**src/rtl/clkgate_pkg.sv**
```systemverilog
// Shared definitions for the activity-based clock gate controller.
//   state_e    : controller state encoding (RUN / GATED / WAKE)
//   WAKE_CNT_W : width of the wake settle counter
//   STATS_W    : width of the optional gate-event counter
package clkgate_pkg;

  localparam int unsigned WAKE_CNT_W = 4;
  localparam int unsigned STATS_W    = 16;

  typedef enum logic [1:0] {
    ST_RUN   = 2'd0,
    ST_GATED = 2'd1,
    ST_WAKE  = 2'd2
  } state_e;

endpackage

```
**src/rtl/clkgate_ctrl.sv**
```systemverilog
// Activity-based controller producing the enable of a downstream latch-based
// clock gate. Drops en after idle_thresh consecutive idle cycles, restores it
// on any activity, and holds ready low for WAKE_DLY cycles after en returns.
// Runs on the free-running clock; one instance per gated domain.
//
// Ports:
//   clk          free-running clock
//   rstn         synchronous active-low reset
//   busy         gated domain has work in flight (level)
//   wake         external wake request (level)
//   force_on     software override, gating disabled while high
//   idle_thresh  idle cycles before gating, 0 disables gating (quasi-static)
//   en           clock gate enable, 1 = clock running
//   gated        1 while the domain clock is stopped
//   ready        domain clock running and settled
//   stats_clr    (CLKGATE_CTRL_STATS_EN) clear gate_events, wins over increment
//   gate_events  (CLKGATE_CTRL_STATS_EN) saturating count of RUN->GATED entries
//
// Optional feature macro: CLKGATE_CTRL_STATS_EN.
module clkgate_ctrl
  import clkgate_pkg::*;
#(
  parameter int unsigned IDLE_CNT_W = 8,
  parameter int unsigned WAKE_DLY   = 2
) (
  input  logic                  clk,
  input  logic                  rstn,
  input  logic                  busy,
  input  logic                  wake,
  input  logic                  force_on,
  input  logic [IDLE_CNT_W-1:0] idle_thresh,
`ifdef CLKGATE_CTRL_STATS_EN
  input  logic                  stats_clr,
  output logic [STATS_W-1:0]    gate_events,
`endif
  output logic                  en,
  output logic                  gated,
  output logic                  ready
);

  state_e                  state_q, state_d;
  logic [IDLE_CNT_W-1:0]   idle_cnt_q, idle_cnt_d;
  logic [WAKE_CNT_W-1:0]   wake_cnt_q, wake_cnt_d;
  logic                    en_q, en_d;
  logic                    gated_q, gated_d;
  logic                    ready_q, ready_d;

  logic                    idle_c;
  logic                    thresh_on_c;
  logic [IDLE_CNT_W-1:0]   thresh_m1_c;

  assign idle_c      = ~busy & ~wake & ~force_on;
  assign thresh_on_c = (idle_thresh != '0);
  assign thresh_m1_c = idle_thresh - IDLE_CNT_W'(1);

  // Next state, counters, and outputs decoded from the next state so that
  // the output flops mirror the state flops with no input-to-output path.
  always_comb begin
    state_d    = state_q;
    idle_cnt_d = idle_cnt_q;
    wake_cnt_d = wake_cnt_q;

    unique case (state_q)
      ST_RUN: begin
        if (!idle_c || !thresh_on_c) begin
          idle_cnt_d = '0;
        end else if (idle_cnt_q >= thresh_m1_c) begin
          // >= so a lowered threshold gates on the next idle cycle
          state_d    = ST_GATED;
          idle_cnt_d = '0;
        end else begin
          idle_cnt_d = idle_cnt_q + IDLE_CNT_W'(1);
        end
      end
      ST_GATED: begin
        idle_cnt_d = '0;
        if (!idle_c) begin
          state_d    = ST_WAKE;
          wake_cnt_d = WAKE_CNT_W'(WAKE_DLY - 1);
        end
      end
      ST_WAKE: begin
        // Not abortable: always runs to RUN regardless of activity
        idle_cnt_d = '0;
        if (wake_cnt_q == '0) begin
          state_d = ST_RUN;
        end else begin
          wake_cnt_d = wake_cnt_q - WAKE_CNT_W'(1);
        end
      end
      default: begin
        state_d    = ST_RUN;
        idle_cnt_d = '0;
        wake_cnt_d = '0;
      end
    endcase

    en_d    = (state_d != ST_GATED);
    gated_d = (state_d == ST_GATED);
    ready_d = (state_d == ST_RUN);
  end

  // State and output registers
  always_ff @(posedge clk) begin
    if (!rstn) begin
      state_q    <= ST_RUN;
      idle_cnt_q <= '0;
      wake_cnt_q <= '0;
      en_q       <= 1'b1;
      gated_q    <= 1'b0;
      ready_q    <= 1'b1;
    end else begin
      state_q    <= state_d;
      idle_cnt_q <= idle_cnt_d;
      wake_cnt_q <= wake_cnt_d;
      en_q       <= en_d;
      gated_q    <= gated_d;
      ready_q    <= ready_d;
    end
  end

  assign en    = en_q;
  assign gated = gated_q;
  assign ready = ready_q;

`ifdef CLKGATE_CTRL_STATS_EN
  logic [STATS_W-1:0] gate_ev_q, gate_ev_d;
  logic               gate_entry_c;

  assign gate_entry_c = (state_q == ST_RUN) && (state_d == ST_GATED);

  // Saturating event counter; clear beats increment
  always_comb begin
    gate_ev_d = gate_ev_q;
    if (stats_clr) begin
      gate_ev_d = '0;
    end else if (gate_entry_c && (gate_ev_q != '1)) begin
      gate_ev_d = gate_ev_q + STATS_W'(1);
    end
  end

  always_ff @(posedge clk) begin
    if (!rstn) begin
      gate_ev_q <= '0;
    end else begin
      gate_ev_q <= gate_ev_d;
    end
  end

  assign gate_events = gate_ev_q;
`endif

endmodule

```
**config.mk**
```make
export PLATFORM = sky130hd
export DESIGN_NAME = clkgate_ctrl
export DESIGN_NICKNAME = d
export VERILOG_FILES = /design/src/rtl/clkgate_pkg.sv /design/src/rtl/clkgate_ctrl.sv
export SDC_FILE = /design/constraint.sdc
export NUM_CORES = 1
export LEC_CHECK = 0
export CAP_MARGIN = 20
export CORE_ASPECT_RATIO = 1.2
export CORE_UTILIZATION = 61
export CTS_CLUSTER_DIAMETER = 150
export CTS_CLUSTER_SIZE = 28
export DETAILED_ROUTE_END_ITERATION = 7
export DONT_BUFFER_PORTS = 1
export HOLD_SLACK_MARGIN = 0.02
export PLACE_DENSITY_LB_ADDON = 0.3
export SKIP_CTS_REPAIR_TIMING = 1
export SLEW_MARGIN = 20
export SYNTH_ARGS = -nofsm -noshare
export SYNTH_HDL_FRONTEND = slang
export SYNTH_SLANG_ARGS = --single-unit
export TNS_END_PERCENT = 5
```
**constraint.sdc**
```tcl
create_clock -name clk -period 3.75 [get_ports clk]
set_clock_uncertainty 0.2 [all_clocks]
set_input_delay 0.9375 -clock clk [delete_from_list [all_inputs] [get_ports clk]]
set_output_delay 0.9375 -clock clk [all_outputs]
set_load 0.03 [all_outputs]
```
== Yosys cells after proc, flatten, opt, wreduce, memory -nomap -nowiden ==
Cells that the tools add are included.

* $add $sub $neg: 3
* Reductions and logical operators: 9
* Muxes and demuxes: 8
* Bitwise operators: 7
* Equal/unequal tests: 6
* Magnitude comparators: 1

{| class="wikitable"
|+ Operators with widths
! kind !! count
|-
| $pmux 4 s3 || 1
|-
| $add 8x1->8 const B || 1
|-
| $ge 8x8->1 || 1
|-
| $mux 2 || 4
|-
| $mux 4 || 2
|-
| $reduce_bool 8->1 || 1
|-
| $sub 8x1->8 const B || 1
|-
| $pmux 2 s3 || 1
|-
| $not 1->1 || 5
|-
| $eq 2x1->1 const B || 2
|-
| $logic_not 2->1 || 2
|-
| $logic_not 4->1 || 1
|-
| $ne 2x2->1 const B || 2
|-
| $reduce_or 4->1 || 1
|-
| $sub 4x1->4 const B || 1
|-
| $reduce_and 3->1 || 1
|-
| $and 1x1->1 || 2
|-
| $eq 2x2->1 const B || 1
|-
| $logic_not 1->1 || 2
|-
| $ne 2x1->1 const B || 1
|-
| $logic_or 1x1->1 || 1
|}

* Flip-flop bits (word level): 17
* Input port bits: 13
* Output and inout bits: 3
* Logic and storage cells: 40

== Logic depth before layout (Yosys ltp) ==
* Word-level depth: 8
* Depth in mapped cells: 10

== Worst setup path after synthesis ==
Ideal clock, no wire load.

* Path kind: input port to flip-flop
* Start: in idle_thresh[5]
* End: reg idle_cnt_q[2]
* Buffers on the path: 1
* Stages: 9
* Data required time: 3.486 ns
* Path slack: 0.594 ns
* Data arrival time: 2.892 ns
* Path through: nor4_2 -> nand2_1 -> xor2_1 -> ha_1 -> a41oi_1 -> o21ai_0 -> or4b_4 -> buf_6 -> nor2_1

* Longest elaborated chain between the ends: 4
* Elaborated cells between the ends (all ways): 6
* Those cells by class: add/sub: 1; order compare: 1; reduce/logical: 4

{| class="wikitable"
|+ Ends and longest elaborated chain
! item !! RTL line !! RTL
|-
| start: declaration || clkgate_ctrl.sv:31 || <nowiki>input logic [IDLE_CNT_W-1:0] idle_thresh,</nowiki>
|-
| branches (longest 3 deep; another with $sub 8x1->8) || - ||
|-
| $reduce_or 4->1 (no line) (*) || - ||
|-
| end signal: assignment || clkgate_ctrl.sv:114 || <nowiki>idle_cnt_q <= idle_cnt_d;</nowiki>
|-
| end: declaration || clkgate_ctrl.sv:42 || <nowiki>logic [IDLE_CNT_W-1:0] idle_cnt_q, idle_cnt_d;</nowiki>
|}

Every way passes the cells marked *.
A chain may end at the register's enable or synchronous reset.

== Worst setup path after layout ==
* Start: in idle_thresh[5]
* End: reg ready_q, in the netlist ready

* Longest elaborated chain between the ends: 6
* Elaborated cells between the ends (all ways): 9
* Those cells by class: add/sub: 1; order compare: 1; mux: 3; reduce/logical: 4

{| class="wikitable"
|+ Ends and longest elaborated chain
! item !! RTL line !! RTL
|-
| $sub 8x1->8 or $reduce_bool 8->1 (tied branches) || clkgate_ctrl.sv:54, clkgate_ctrl.sv:53 ||
|-
| $ge 8x8->1 or $logic_not 1->1 (tied branches) || clkgate_ctrl.sv:67, clkgate_ctrl.sv:65 ||
|-
| $mux 2 or $logic_or 1x1->1 (tied branches) || clkgate_ctrl.sv:67, clkgate_ctrl.sv:65 ||
|-
| $mux 2 (*) || clkgate_ctrl.sv:65 || <nowiki>if (!idle_c || !thresh_on_c) begin</nowiki>
|-
| $pmux 2 s3 (*) || clkgate_ctrl.sv:63 || <nowiki>unique case (state_q)</nowiki>
|-
| $logic_not 2->1 (*) || clkgate_ctrl.sv:100 || <nowiki>ready_d = (state_d == ST_RUN);</nowiki>
|-
| end signal: assignment || clkgate_ctrl.sv:118 || <nowiki>ready_q <= ready_d;</nowiki>
|-
| end: declaration || clkgate_ctrl.sv:46 || <nowiki>logic ready_q, ready_d;</nowiki>
|}

Every way passes the cells marked *; elsewhere a longest branch is shown, timed or not.

==> results.txt <==
The flow ran to the end, and the final reports show no timing, DRC or antenna violations. Summed over all layers, the global routing overflow is 0. The buffer levels on the longest clock path came out at 2. The final sum of negative setup slack is 0 ns. The final layout contains routed wiring with a total length of approximately 2.2 mm. TritonCTS built the clock tree. The HPWL after detailed placement is 1.78 mm. After synthesis the netlist holds a flip-flop and latch count of 17. The placeable core region is 1830 µm².

The endpoint type of the worst setup path is a register. Counting every sink on the clock net gives 17. The clock latency of the later-clocked register in the worst-skew pair is between 0.2 and 0.3 ns.

In this run the mean area of a mapped cell was 8.66 µm². Among all stages on the critical path, the largest delay is contributed by sky130_fd_sc_hd__o311ai_0. The count of max-cap constraint violations came out at 0. Sorting the synthesized cells by how often they occur yields sky130_fd_sc_hd__dfxtp_1 (17), sky130_fd_sc_hd__ha_1 (17), sky130_fd_sc_hd__nor2_1 (14), sky130_fd_sc_hd__inv_1 (12), sky130_fd_sc_hd__nand2_1 (10). The DRC violation count after routing came out at 0. The first detailed-routing pass took 3 iterations. The share of synthesized flip-flops with an asynchronous set or reset is 0. The share of synthesized cell area in and, or, nand and nor gates is 0.243. The number of warnings printed during yosys synthesis is 0.

The total number of nets in the final design came out at 171. After technology mapping, the gate count stands at roughly 140. Of all cell types, the one taking the most synthesized area is sky130_fd_sc_hd__dfxtp_1. The initial cell density of the core is 0.648. The total via count in the routed design came out at just over 900. The power density over cell area came out at about 260 nW/µm².

The die extent in y is 50.3 µm. The final total power is about 0.32 mW. Of the total synthesized cell area, the portion taken by full adders, half adders and majority gates is 0.179.

For the worst setup path, the data required time is approximately 3.8 ns. The maximum level of the CTS H-tree is 1. The total number of placement rows came out at 17.

The worst stage delay on the critical path came out at 0.60 ns. The mux contribution to synthesized area is 0. The post-detailed-route wirelength per cell came out at about 14 µm. The mapped cell area is 1190 µm².

The maximum vdd drop came out at roughly 0.15 mV. The weighted congestion reported at the end of routability-driven placement came out at around 0.78. The clock-pin slew on the worst setup and hold paths came out at roughly 0.11 ns. The number of global-route vias before repair came out at 938. Of the total synthesized cell area, the portion taken by XOR and XNOR cells is 0.0886.

The net count of the mapped netlist is approximately 170. Setup repair after global routing left no endpoint under its margin. The share of the clock period used by the worst path came out at 0.828.

Yosys mapped a number of flops with a built-in enable equal to 0. The share of Yosys cell area claimed by the top area cell type is 0.287. The full die area came out at 2130 µm². The routed design could run at a clock period as short as slightly above 3 ns. The hold violation total from the final report came to 0. Derived from the worst setup path, the maximum achievable clock frequency is ~320 MHz.

The static leakage power is ~0.48 nW. Ranked by total cell area, the synthesized netlist is headed by sky130_fd_sc_hd__dfxtp_1 (29%), sky130_fd_sc_hd__ha_1 (18%), sky130_fd_sc_hd__xor2_1 (5.9%). Walking the worst path, the cells encountered are nor4_2 -> nand2_1 -> xor2_1 -> ha_1 -> a41oi_1 -> o21ai_0 -> o311ai_0 -> inv_1 -> nor2_1.

After synthesis, the largest family of logic cells by area is simple AND/OR/NAND/NOR gates. The final-report setup violation count came out at 0. The filler cell count in the final layout is about 150. The arrival time of data at the critical path endpoint came out at 3.14 ns. The relative area change from synthesis to final layout came out at 3.59%. The multi-input combinational cells in the finished layout cover a total of approximately 790 µm².

The worst register-to-register path has a setup slack of approximately 1.3 ns. The sequential share of the synthesized area is 0.287. The number of max-slew violations in the final report came to 0. The clock buffer count from CTS is 3. The width of the die is ~42 µm. The average via count per standard cell came out at approximately 5.9. The tightest min-delay check is of the register to register type.

The distinct cell type count of the synthesized netlist came out at 35. Input and output buffers added on the ports amount to 0. The worst relative slew slack is 0.574. The fraction of final layout cells with drive strength greater than 1 came out at 0.0714.

For this run, the total global-route usage over all layers was measured as 0.224. The top flip-flop cell by instance count after synthesis is sky130_fd_sc_hd__dfxtp_1. The library cell used as clock root buffer is sky130_fd_sc_hd__clkbuf_4. The pin slew with the least headroom to its limit came out at around 0.63 ns.

The critical path is of the input port to register type. The maximum fanout count along the critical path is 4. Once detail routing completed, the nets flagged for antenna violations numbered 0. The maximum number of pins on one net before global-route repair is 12. The antenna diode instance count came out at 0.

STA classifies the critical path startpoint as an input port. The compound-gate portion of the synthesized area was 0.155. The initial antenna violation count came to 0. The iteration-0 DRC count of the detailed router is 11.

The number of top-level design ports came out at 16. The sequential cells in the finished layout cover a total of 340 µm². The first global-routing pass estimated approximately 3.7 mm of wire.
[power breakdown]
| group | leakage, nW | switching, mW | total [mW] | internal, mW |
|---|---|---|---|---|
| clock network | 0.0139 | 0.0624 | 0.103 | 0.0405 |
| logic | 0.329 | 0.0147 | 0.0290 | 0.0143 |
| registers | 0.137 | 0.00171 | 0.183 | 0.181 |
[area by class of cell]
type,instances,area share
Clock inverter,1,0.00611
Multi-Input combinational cell,107,0.643
Tap cell,19,0.0193
Sequential cell,17,0.277
Clock buffer,3,0.0183
Inverter,12,0.0367
[metrics by stage]
step                utilization  area [µm²]  hold slack, ns  std cells  setup slack [ns]
floorplan                     -        1190           0.248        137             0.594
detailed placement        0.655        1200           0.278        155             0.353
finish                    0.672        1230           0.295        159             0.644
CTS                       0.672        1230           0.296        159             0.644
global route              0.672        1230           0.332        159             0.449
global placement          0.655        1200           0.275        155             0.524
[final timing paths]
check	startpoint	endpoint	cells after the start
worst max-delay path	idle_thresh[5]	ready$_SDFF_PN1_	9
worst min-delay path	wake_cnt_q[0]$_SDFFE_PN0P_	wake_cnt_q[0]$_SDFFE_PN0P_	2
worst max register to register	idle_cnt_q[0]$_SDFF_PP0_	ready$_SDFF_PN1_	8
worst min register to register	wake_cnt_q[0]$_SDFFE_PN0P_	wake_cnt_q[0]$_SDFFE_PN0P_	2
[worst max-delay path, delay by kind of cell]
family	cells	cell delay [ns]
AO/OA/AOI/OAI	3	1.00
XOR/XNOR	1	0.15
adder cells (fa/ha/maj)	1	0.31
buffers and inverters	1	0.12
AND/OR/NAND/NOR	3	0.61
[cell usage in the layout, fill, tap and decap left out]
| cell type | Yosys | routed |
|---|---|---|
| sky130_fd_sc_hd__o31ai_1 | 2 | 2 |
| sky130_fd_sc_hd__a211o_1 | 1 | 1 |
| sky130_fd_sc_hd__nand2b_1 | 2 | 2 |
| sky130_fd_sc_hd__nor3_1 | 4 | 4 |
| sky130_fd_sc_hd__a21oi_1 | 4 | 4 |
| sky130_fd_sc_hd__a41oi_1 | 1 | 1 |
| sky130_fd_sc_hd__clkinvlp_4 | 0 | 1 |
| sky130_fd_sc_hd__or4_1 | 1 | 1 |
| sky130_fd_sc_hd__xor2_1 | 8 | 8 |
| sky130_fd_sc_hd__a21o_2 | 2 | 2 |
| sky130_fd_sc_hd__a2bb2oi_1 | 1 | 1 |
| sky130_fd_sc_hd__and3_1 | 3 | 3 |
| sky130_fd_sc_hd__dfxtp_1 | 17 | 17 |
| sky130_fd_sc_hd__o211ai_1 | 1 | 1 |
| sky130_fd_sc_hd__nor2b_1 | 3 | 3 |
| sky130_fd_sc_hd__clkbuf_4 | 0 | 3 |
| sky130_fd_sc_hd__a21boi_0 | 4 | 4 |
| sky130_fd_sc_hd__nor4_2 | 1 | 1 |
| sky130_fd_sc_hd__nor3_4 | 1 | 1 |
| sky130_fd_sc_hd__o41ai_1 | 1 | 1 |
| sky130_fd_sc_hd__nor3b_1 | 3 | 3 |
| sky130_fd_sc_hd__ha_1 | 17 | 17 |
| sky130_fd_sc_hd__a31oi_1 | 1 | 1 |
| sky130_fd_sc_hd__nand4_1 | 1 | 1 |
| sky130_fd_sc_hd__nor2_1 | 14 | 14 |
| sky130_fd_sc_hd__a211oi_1 | 1 | 1 |
| sky130_fd_sc_hd__a21boi_2 | 1 | 1 |
| sky130_fd_sc_hd__nand3_1 | 6 | 6 |
| sky130_fd_sc_hd__or4b_4 | 1 | 1 |
| sky130_fd_sc_hd__or4b_1 | 1 | 1 |
| sky130_fd_sc_hd__nand2_1 | 10 | 10 |
| sky130_fd_sc_hd__o21ai_0 | 5 | 5 |
| sky130_fd_sc_hd__o311ai_0 | 1 | 1 |
| sky130_fd_sc_hd__inv_1 | 12 | 12 |
| sky130_fd_sc_hd__nand4b_1 | 1 | 1 |
| sky130_fd_sc_hd__xnor2_1 | 4 | 4 |
[sequential cells by signal, summed over array words and instances (netlist names)]
register,cells
en,1
gated,1
idle_cnt_q,8
ready,1
state_q,2
wake_cnt_q,4
[cell families after synthesis]
kind of cell / after synthesis
and+or+nand+nor: 52
AOI/OAI and AO/OA: 26
adders and majority gates: 17
DFF: 17
buffers and inverters: 13
xor gates and xnor gates: 12
[routing by layer]
metal / wire length (µm) / vias up / GRT usage / share of wire
met3: 62 / 4 / 0.0540 / 0.029
met1: 957 / 430 / 0.252 / 0.44
li1: - / 490 / - / -
met4: 20 / 0 / 0.0781 / 0.0093
met2: 1120 / 8 / 0.405 / 0.52
met5: 0 / - / 0 / 0
No activity file was read; power rests on OpenSTA's default activity.
